File: config.mk
export PLATFORM = sky130hd
export DESIGN_NAME = quantizer_block
export DESIGN_NICKNAME = d
export VERILOG_FILES = /design/src/rtl/quantizer_block.sv
export SDC_FILE = /design/constraint.sdc
export NUM_CORES = 1
export LEC_CHECK = 0
export BUFFER_PORTS_ARGS = -buffer_cell sky130_fd_sc_hd__buf_2
export CORE_ASPECT_RATIO = 0.6
export CORE_MARGIN = 2
export CORE_UTILIZATION = 30
export CTS_CLUSTER_DIAMETER = 200
export DETAILED_ROUTE_END_ITERATION = 12
export MAX_ROUTING_LAYER = met4
export PLACE_DENSITY_LB_ADDON = 0.1
export SYNTH_ARGS = -nofsm -noshare
export SYNTH_HDL_FRONTEND = slang
export SYNTH_SLANG_ARGS = --single-unit
File: constraint.sdc
create_clock -name clk -period 7.2 [get_ports clk]
set_input_delay 0.36 -clock clk [delete_from_list [all_inputs] [get_ports clk]]
set_output_delay 0.36 -clock clk [all_outputs]
set_load 0.005 [all_outputs]
File: src/rtl/quantizer_block.sv
// FP32 -> signed 32-bit quantization level: round(value * INV_STEP), 4-stage pipeline
// with a global stall driven by downstream backpressure.
module quantizer_block #(
  parameter logic [31:0] INV_STEP_W = 32'h442AAAAB,
  parameter logic [31:0] INV_STEP_A = 32'h48CCCCCD
) (
  input  logic        clk,
  input  logic        rst,
  input  logic        in_valid,
  output logic        in_ready,
  input  logic [31:0] value_fp,
  input  logic        is_weight,
  output logic        out_valid,
  input  logic        out_ready,
  output logic [31:0] level_int,
  output logic        ovfl_reg,
  output logic        unfl_reg,
  output logic        excp_reg
);

  logic adv;
  assign adv      = !out_valid | out_ready;
  assign in_ready = adv;

  // S1: unpack operand and selected reciprocal step
  logic [31:0] step_sel;
  assign step_sel = is_weight ? INV_STEP_W : INV_STEP_A;

  logic        v1_q, sa1_q, sb1_q, zero1_q, exc1_q;
  logic [7:0]  ea1_q, eb1_q;
  logic [23:0] ma1_q, mb1_q;

  // S2: mantissa product and exponent sum
  logic               v2_q, s2_q, zero2_q, exc2_q;
  logic signed [9:0]  e2_q, e2_d;
  logic [47:0]        p2_q;

  assign e2_d = $signed({2'b00, ea1_q}) + $signed({2'b00, eb1_q}) - 10'sd127;

  // S3: normalise and round product mantissa to 24 bits, nearest-even
  logic               v3_q, s3_q, zero3_q, exc3_q;
  logic signed [9:0]  e3_q, e3_d;
  logic [23:0]        m3_q, m3_d, norm_m;
  logic               g3, st3, rnd3;
  logic [24:0]        m25;

  always_comb begin
    norm_m = p2_q[47] ? p2_q[47:24] : p2_q[46:23];
    g3     = p2_q[47] ? p2_q[23]    : p2_q[22];
    st3    = p2_q[47] ? |p2_q[22:0] : |p2_q[21:0];
    rnd3   = g3 & (st3 | norm_m[0]);
    m25    = {1'b0, norm_m} + 25'(rnd3);
    m3_d   = m25[24] ? m25[24:1] : m25[23:0];
    e3_d   = e2_q + 10'(p2_q[47]) + 10'(m25[24]);
  end

  // S4: float -> integer, round half away from zero, saturate
  logic              v4_q, ovfl_q, unfl_q, excp_q;
  logic [31:0]       level_q, level_d, h4, mag4;
  logic              ovfl_d, unfl_d, excp_d;
  logic signed [9:0] eu4;
  logic [4:0]        sh4;

  always_comb begin
    eu4 = e3_q - 10'sd127;
    // sh4 = eu4+1; the value is m3 * 2^(sh4-24), so h4 = floor(2*|value|)
    sh4  = eu4[4:0] + 5'd1;
    h4   = 32'(({31'd0, m3_q} << sh4) >> 23);
    mag4 = 32'(({1'b0, h4} + 33'd1) >> 1);
    level_d = 32'd0;
    ovfl_d  = 1'b0;
    unfl_d  = 1'b0;
    excp_d  = 1'b0;
    if (exc3_q) begin
      excp_d = 1'b1;
    end else if (zero3_q) begin
      level_d = 32'd0;
    end else if (eu4 >= 10'sd31) begin
      if (s3_q && eu4 == 10'sd31 && m3_q == 24'h800000) begin
        level_d = 32'h8000_0000;
      end else begin
        ovfl_d  = 1'b1;
        level_d = s3_q ? 32'h8000_0000 : 32'h7FFF_FFFF;
      end
    end else if (eu4 < -10'sd1) begin
      unfl_d = 1'b1;
    end else if (mag4[31]) begin
      ovfl_d  = 1'b1;
      level_d = s3_q ? 32'h8000_0000 : 32'h7FFF_FFFF;
    end else begin
      level_d = s3_q ? (~mag4 + 32'd1) : mag4;
      unfl_d  = (mag4 == 32'd0);
    end
  end

  always_ff @(posedge clk or negedge rst) begin
    if (!rst) begin
      v1_q <= 1'b0; sa1_q <= 1'b0; sb1_q <= 1'b0; zero1_q <= 1'b0; exc1_q <= 1'b0;
      ea1_q <= '0; eb1_q <= '0; ma1_q <= '0; mb1_q <= '0;
      v2_q <= 1'b0; s2_q <= 1'b0; zero2_q <= 1'b0; exc2_q <= 1'b0;
      e2_q <= '0; p2_q <= '0;
      v3_q <= 1'b0; s3_q <= 1'b0; zero3_q <= 1'b0; exc3_q <= 1'b0;
      e3_q <= '0; m3_q <= '0;
      v4_q <= 1'b0; level_q <= '0; ovfl_q <= 1'b0; unfl_q <= 1'b0; excp_q <= 1'b0;
    end else if (adv) begin
      v1_q    <= in_valid;
      sa1_q   <= value_fp[31];
      ea1_q   <= value_fp[30:23];
      ma1_q   <= {1'b1, value_fp[22:0]};
      sb1_q   <= step_sel[31];
      eb1_q   <= step_sel[30:23];
      mb1_q   <= {1'b1, step_sel[22:0]};
      zero1_q <= (value_fp[30:23] == 8'd0);
      exc1_q  <= (value_fp[30:23] == 8'hFF);

      v2_q    <= v1_q;
      s2_q    <= sa1_q ^ sb1_q;
      e2_q    <= e2_d;
      p2_q    <= ma1_q * mb1_q;
      zero2_q <= zero1_q;
      exc2_q  <= exc1_q;

      v3_q    <= v2_q;
      s3_q    <= s2_q;
      e3_q    <= e3_d;
      m3_q    <= m3_d;
      zero3_q <= zero2_q;
      exc3_q  <= exc2_q;

      v4_q    <= v3_q;
      level_q <= level_d;
      ovfl_q  <= ovfl_d;
      unfl_q  <= unfl_d;
      excp_q  <= excp_d;
    end
  end

  assign out_valid = v4_q;
  assign level_int = level_q;
  assign ovfl_reg  = ovfl_q;
  assign unfl_reg  = unfl_q;
  assign excp_reg  = excp_q;

endmodule

# Yosys cells after proc, flatten, opt, wreduce, memory -nomap -nowiden

Cells that the tools add are included.

Register bits after elaboration: 205
Output and inout port bits: 37

Add/subtract/negate cells: 9
Multiply operators: 1
$lt $le $gt $ge: 2
Equality and inequality tests: 3
Shift operators: 1
Multiplexer cells: 25
Bitwise gates (word level): 5
Reduce and logical (&&, ||, !) cells: 7

Operator list:

| operator                                                                              | count |
|---|---|
| 32-bit 2-to-1 mux                                                                     | 8 |
| 24-bit by 5-bit left shift with 55-bit output                                         | 1 |
| 24-bit by 24-bit multiplier with 48-bit output                                        | 1 |
| 24-bit 2-to-1 mux                                                                     | 2 |
| 32-bit by 1-bit adder with 33-bit output (second input constant)                      | 1 |
| 32-bit by 1-bit adder with 32-bit output (second input constant)                      | 1 |
| 32-bit logical NOT                                                                    | 1 |
| 32-bit inverter                                                                       | 1 |
| 28-bit 2-to-1 mux                                                                     | 1 |
| 24-bit by 1-bit adder with 25-bit output                                              | 1 |
| 24-bit == test (second input constant)                                                | 1 |
| 23-bit OR reduction                                                                   | 1 |
| 22-bit OR reduction                                                                   | 1 |
| 10-bit by 1-bit adder with 10-bit output                                              | 2 |
| 1-bit 2-to-1 mux                                                                      | 14 |
| 10-bit by 6-bit == test with 1-bit output (second input constant)                     | 1 |
| 10-bit by 6-bit greater-or-equal comparator with 1-bit output (second input constant) | 1 |
| 10-bit by 1-bit < comparator with 1-bit output (second input constant)                | 1 |
| 10-bit by 8-bit subtractor with 10-bit output (second input constant)                 | 1 |
| 9-bit by 7-bit subtractor with 10-bit output (second input constant)                  | 1 |
| 8-bit by 8-bit adder with 9-bit output                                                | 1 |
| 8-bit == test (second input constant)                                                 | 1 |
| 8-bit logical NOT                                                                     | 1 |
| 5-bit by 1-bit adder with 5-bit output (second input constant)                        | 1 |
| 5 further kinds                                                                       | 7 |

# Depth between registers and ports, before layout

Word-level depth: 12
Gate-level depth with buffers: 31

# Least setup slack after synthesis

OpenSTA, ideal clock, no wires.

Path kind: reg-to-reg
From: register mb1_q[19]
To: register p2_q[47]
Arrival: 7152 ps
Required time: 7062 ps
Setup slack: -90 ps
Cell stages (with the launch flop): 30
Buffers on the path: 2
Clock period less this slack: 7290 ps
Cells stage by stage: dfrtp_1 clkbuf_1 nand2_1 fa_1 inv_1 fa_1 inv_1 fa_1 inv_1 fa_1 inv_1 fa_1 inv_1 fa_1 inv_1 fa_1 inv_1 ha_1 clkbuf_1 a21o_1 a21o_1 a21oi_1 o21ai_0 a21oi_1 o21ai_0 a311oi_1 o31ai_1 o21ai_0 mux2i_1 o2111ai_1

Cells in the longest elaborated chain, start to end: 1

RTL lines:

| item                                           | line | text |
|---|---|---|
| start, declared                                | 31   | `logic [23:0] ma1_q, mb1_q;` |
| start signal, assigned                         | 112  | `mb1_q <= {1'b1, step_sel[22:0]};` |
| 24-bit by 24-bit multiplier with 48-bit output | 119  | `p2_q <= ma1_q * mb1_q;` |
| end signal, assigned                           | 119  |  |
| end, declared                                  | 36   | `logic [47:0] p2_q;` |

Every way passes these cells.
A chain may end at the register's enable or synchronous reset.

# Final worst setup path

From: register mb1_q[22]
To: register p2_q[44]

Same word-level chain as after synthesis.

==> out/results.ini <==
[global_route]
grt-ovfl-total=0
grt_max_degree=186
grt_pass1_vias=21060
grt_pass1_wl_um=138400
globalRouteTotalUtil_pct=22.06
antenna_found_initial=5

[floorplan]
core_sq_um=83930
rows=82
fp.dieH_um=230.2
initial_core_util_pct=30.48
ios=74
dieWidth_um=381.0
die_area_sq_um=87710

[yosys]
synth_edf_count=0
synth_top_area_share_pct=26.68
seq_area_frac_synth_pct=17.02
ys_ff_latch=174
synthesis.instances=2806
yosysUniqueCellTypes=101
ys.flop_type=dfrtp_1
yosysMostFrequentCell=inv_1
synthArstFlopShare_pct=100.0
netlist_top_cells_count=562 x inv_1, 355 x nand2_1, 341 x fa_1, 245 x ha_1, 174 x dfrtp_1
syn_area_sq_um=25580
synth_nets=3429
ys_top_cells_by_area=fa_1 27%, dfrtp_1 17%, ha_1 12%, inv_1 8.2%, nand2_1 5.2%
yosysWarnings=0
synth_top_cell_by_area=fa_1
syn_avg_cell_area_sq_um=9.118

[layout]
largest_register=p2_q
syn_to_final_growth_pct=21.00
drive_gt1_share_pct=20.99
multiInputGateArea_sq_um=19300
nets=3754
fillers=8681
regArea_sq_um=4358
final_area_sq_um=30960
largest_reg_flops=48
fin_util_pct=36.89

[sta]
worst_pin_slew_ns=1.314
finalMaxSlewViolations=0
slew_headroom_pct=11.90
rsz0062_at_grt=yes
setup_violations=6
worst_slack_ns=-0.04880
finalClockSkew_ns=0.02622
fmax_mhz=138.0
min_period_ns=7.249
period_share_pct=100.7
final_hold_viol_count=0

[critical_path]
cp.arrival_ns=7.63
required_ns=7.58
rr_startpoint=mb1_q[22]
crit_start=mb1_q[22]
start_kind=flop
critical_path.endpoint_type=flop
critPathMaxFanout=16
worst-setup-path-type=flop to flop

[run_status]
status=complete, but fails checks
violations=negative setup slack

[clock_tree]
numClockSinks=174
cts_tree=done
clockRootBuffer=clkbuf_16
clock_path_buffers=2
htree_levels=4
clk_latency_ns=0.53
clkSlewWorstSetupHoldPaths_ns=0.10
cts_buffers=17

[detailed_routing]
vias=20920
drtIter0Drc=1676
antenna_left=0
routed_via_density=4.888
drt-total-wl_um=92330
drc=0
drt_pass1_iterations=5
wire_per_inst_um=21.57

[placement]
dp_hpwl_um=77960
placed_area_sq_um=29360
post-place-ws_ns=-0.5751
port_buffers=73
place.gp.congestion=0.9611

[hold_path]
min-delay-start=value_fp[19]
hold_class=primary input to flop

[run]
cap_violations=0

-- stage by stage --
| step | cells | hold WS, ns | setup TNS, ns |
|---|---|---|---|
| 4_1_cts | 4276 | 0.0001430 | -0.03259 |
| 6_report | 4280 | 0.03218 | -0.1269 |
| 3_5_place_dp | 4223 | 0.4438 | -5.656 |
| 2_1_floorplan | 2806 | 0.06441 | 0 |
| 5_1_grt | 4280 | 0.03570 | -3.039 |
| 3_3_place_gp | 4223 | 0.4416 | -5.624 |
-- area by class of cell --
cell class	instances	area share, %
inverter	564	6.863
tap	1134	4.583
multi-input combinational	1964	62.34
clock inverter	15	0.7194
antenna	2	0.01617
clock buffer	17	1.374
sequential	174	14.08
timing repair buffer	410	10.02
-- path summary, 6_finish.rpt --
path / slack (ns) / cells after the start / end
worst min register to register: 0.46 / 1 / out_valid
worst max-delay path: -0.05 / 27 / p2_q[44]
max in group asynchronous: 5.48 / 3 / e2_q[0]
worst max register to register: -0.05 / 27 / p2_q[44]
min in group asynchronous: 0.43 / 2 / m3_q[22]
worst min-delay path: 0.03 / 3 / ma1_q[19]
-- repair_timing --
item                                    CTS  global route
gates cloned                              1             1
endpoints found under the setup margin   16            19
resized for setup                       136            58
endpoints found under the hold margin    80             0
pin swaps                                96            23
buffers inserted                         12             2
hold buffers                             13             0
-- layer usage --
| metal | part of all wire [%] | track usage [%] |
|---|---|---|
| met5 | 0 | - |
| met4 | 0.76 | 3.347 |
| met3 | 9.1 | 7.628 |
| met2 | 35 | 24.72 |
| met1 | 56 | 36.00 |
-- cells in the final DEF (no fill, tap or decap), types with 14 or more instances in the layout --
master and instances:
inv_2 22, a21o_1 23, ha_4 16, nand2_1 339, nand2b_1 18, ha_1 224, a31oi_1 23, clkbuf_16 18
o21ai_0 89, inv_1 538, o31ai_1 19, o21ai_1 26, and3_1 17, nand4_1 23, mux4_2 30, nor4_1 17
buf_2 72, fa_1 318, xnor2_1 93, fa_2 23, buf_4 305, nand2_2 14, mux2i_1 23, nor3_1 26
and2_1 23, dfrtp_1 171, nand3_1 40, nor2_1 96, xor2_1 52, a21oi_1 109
-- critical path, cell delays in order, from the launching register on --
cell,delay (ns)
dfrtp_1,0.42
buf_12,0.17
buf_4,0.18
and2_4,0.17
fa_1,0.53
inv_1,0.05
fa_1,0.53
fa_1,0.51
inv_1,0.05
fa_1,0.52
fa_1,0.44
fa_1,0.55
inv_1,0.05
fa_1,0.53
inv_1,0.06
ha_4,0.27
nand4_1,0.13
buf_4,0.17
o41ai_4,0.28
a32o_2,0.30
a211oi_4,0.08
buf_6,0.15
o31ai_4,0.19
a31oi_1,0.11
buf_4,0.17
o31ai_4,0.23
xnor2_1,0.15
o21ai_1,0.08
-- cell families (layout without fill, tap and decap cells) --
group | Yosys count | in the layout | synth area share [%]
mux | 67 | 67 | 4.157
compound gates | 458 | 458 | 11.77
buf+inv | 668 | 1006 | 10.08
xor+xnor | 148 | 148 | 5.125
simple gates | 705 | 705 | 13.18
fa+ha+maj | 586 | 586 | 38.66
flops | 174 | 174 | 17.02
other cells | 0 | 2 | 0
Power is left out: the tool's default activity adds up to more than one toggle a clock period on the data nets, which glitch-free logic cannot reach.
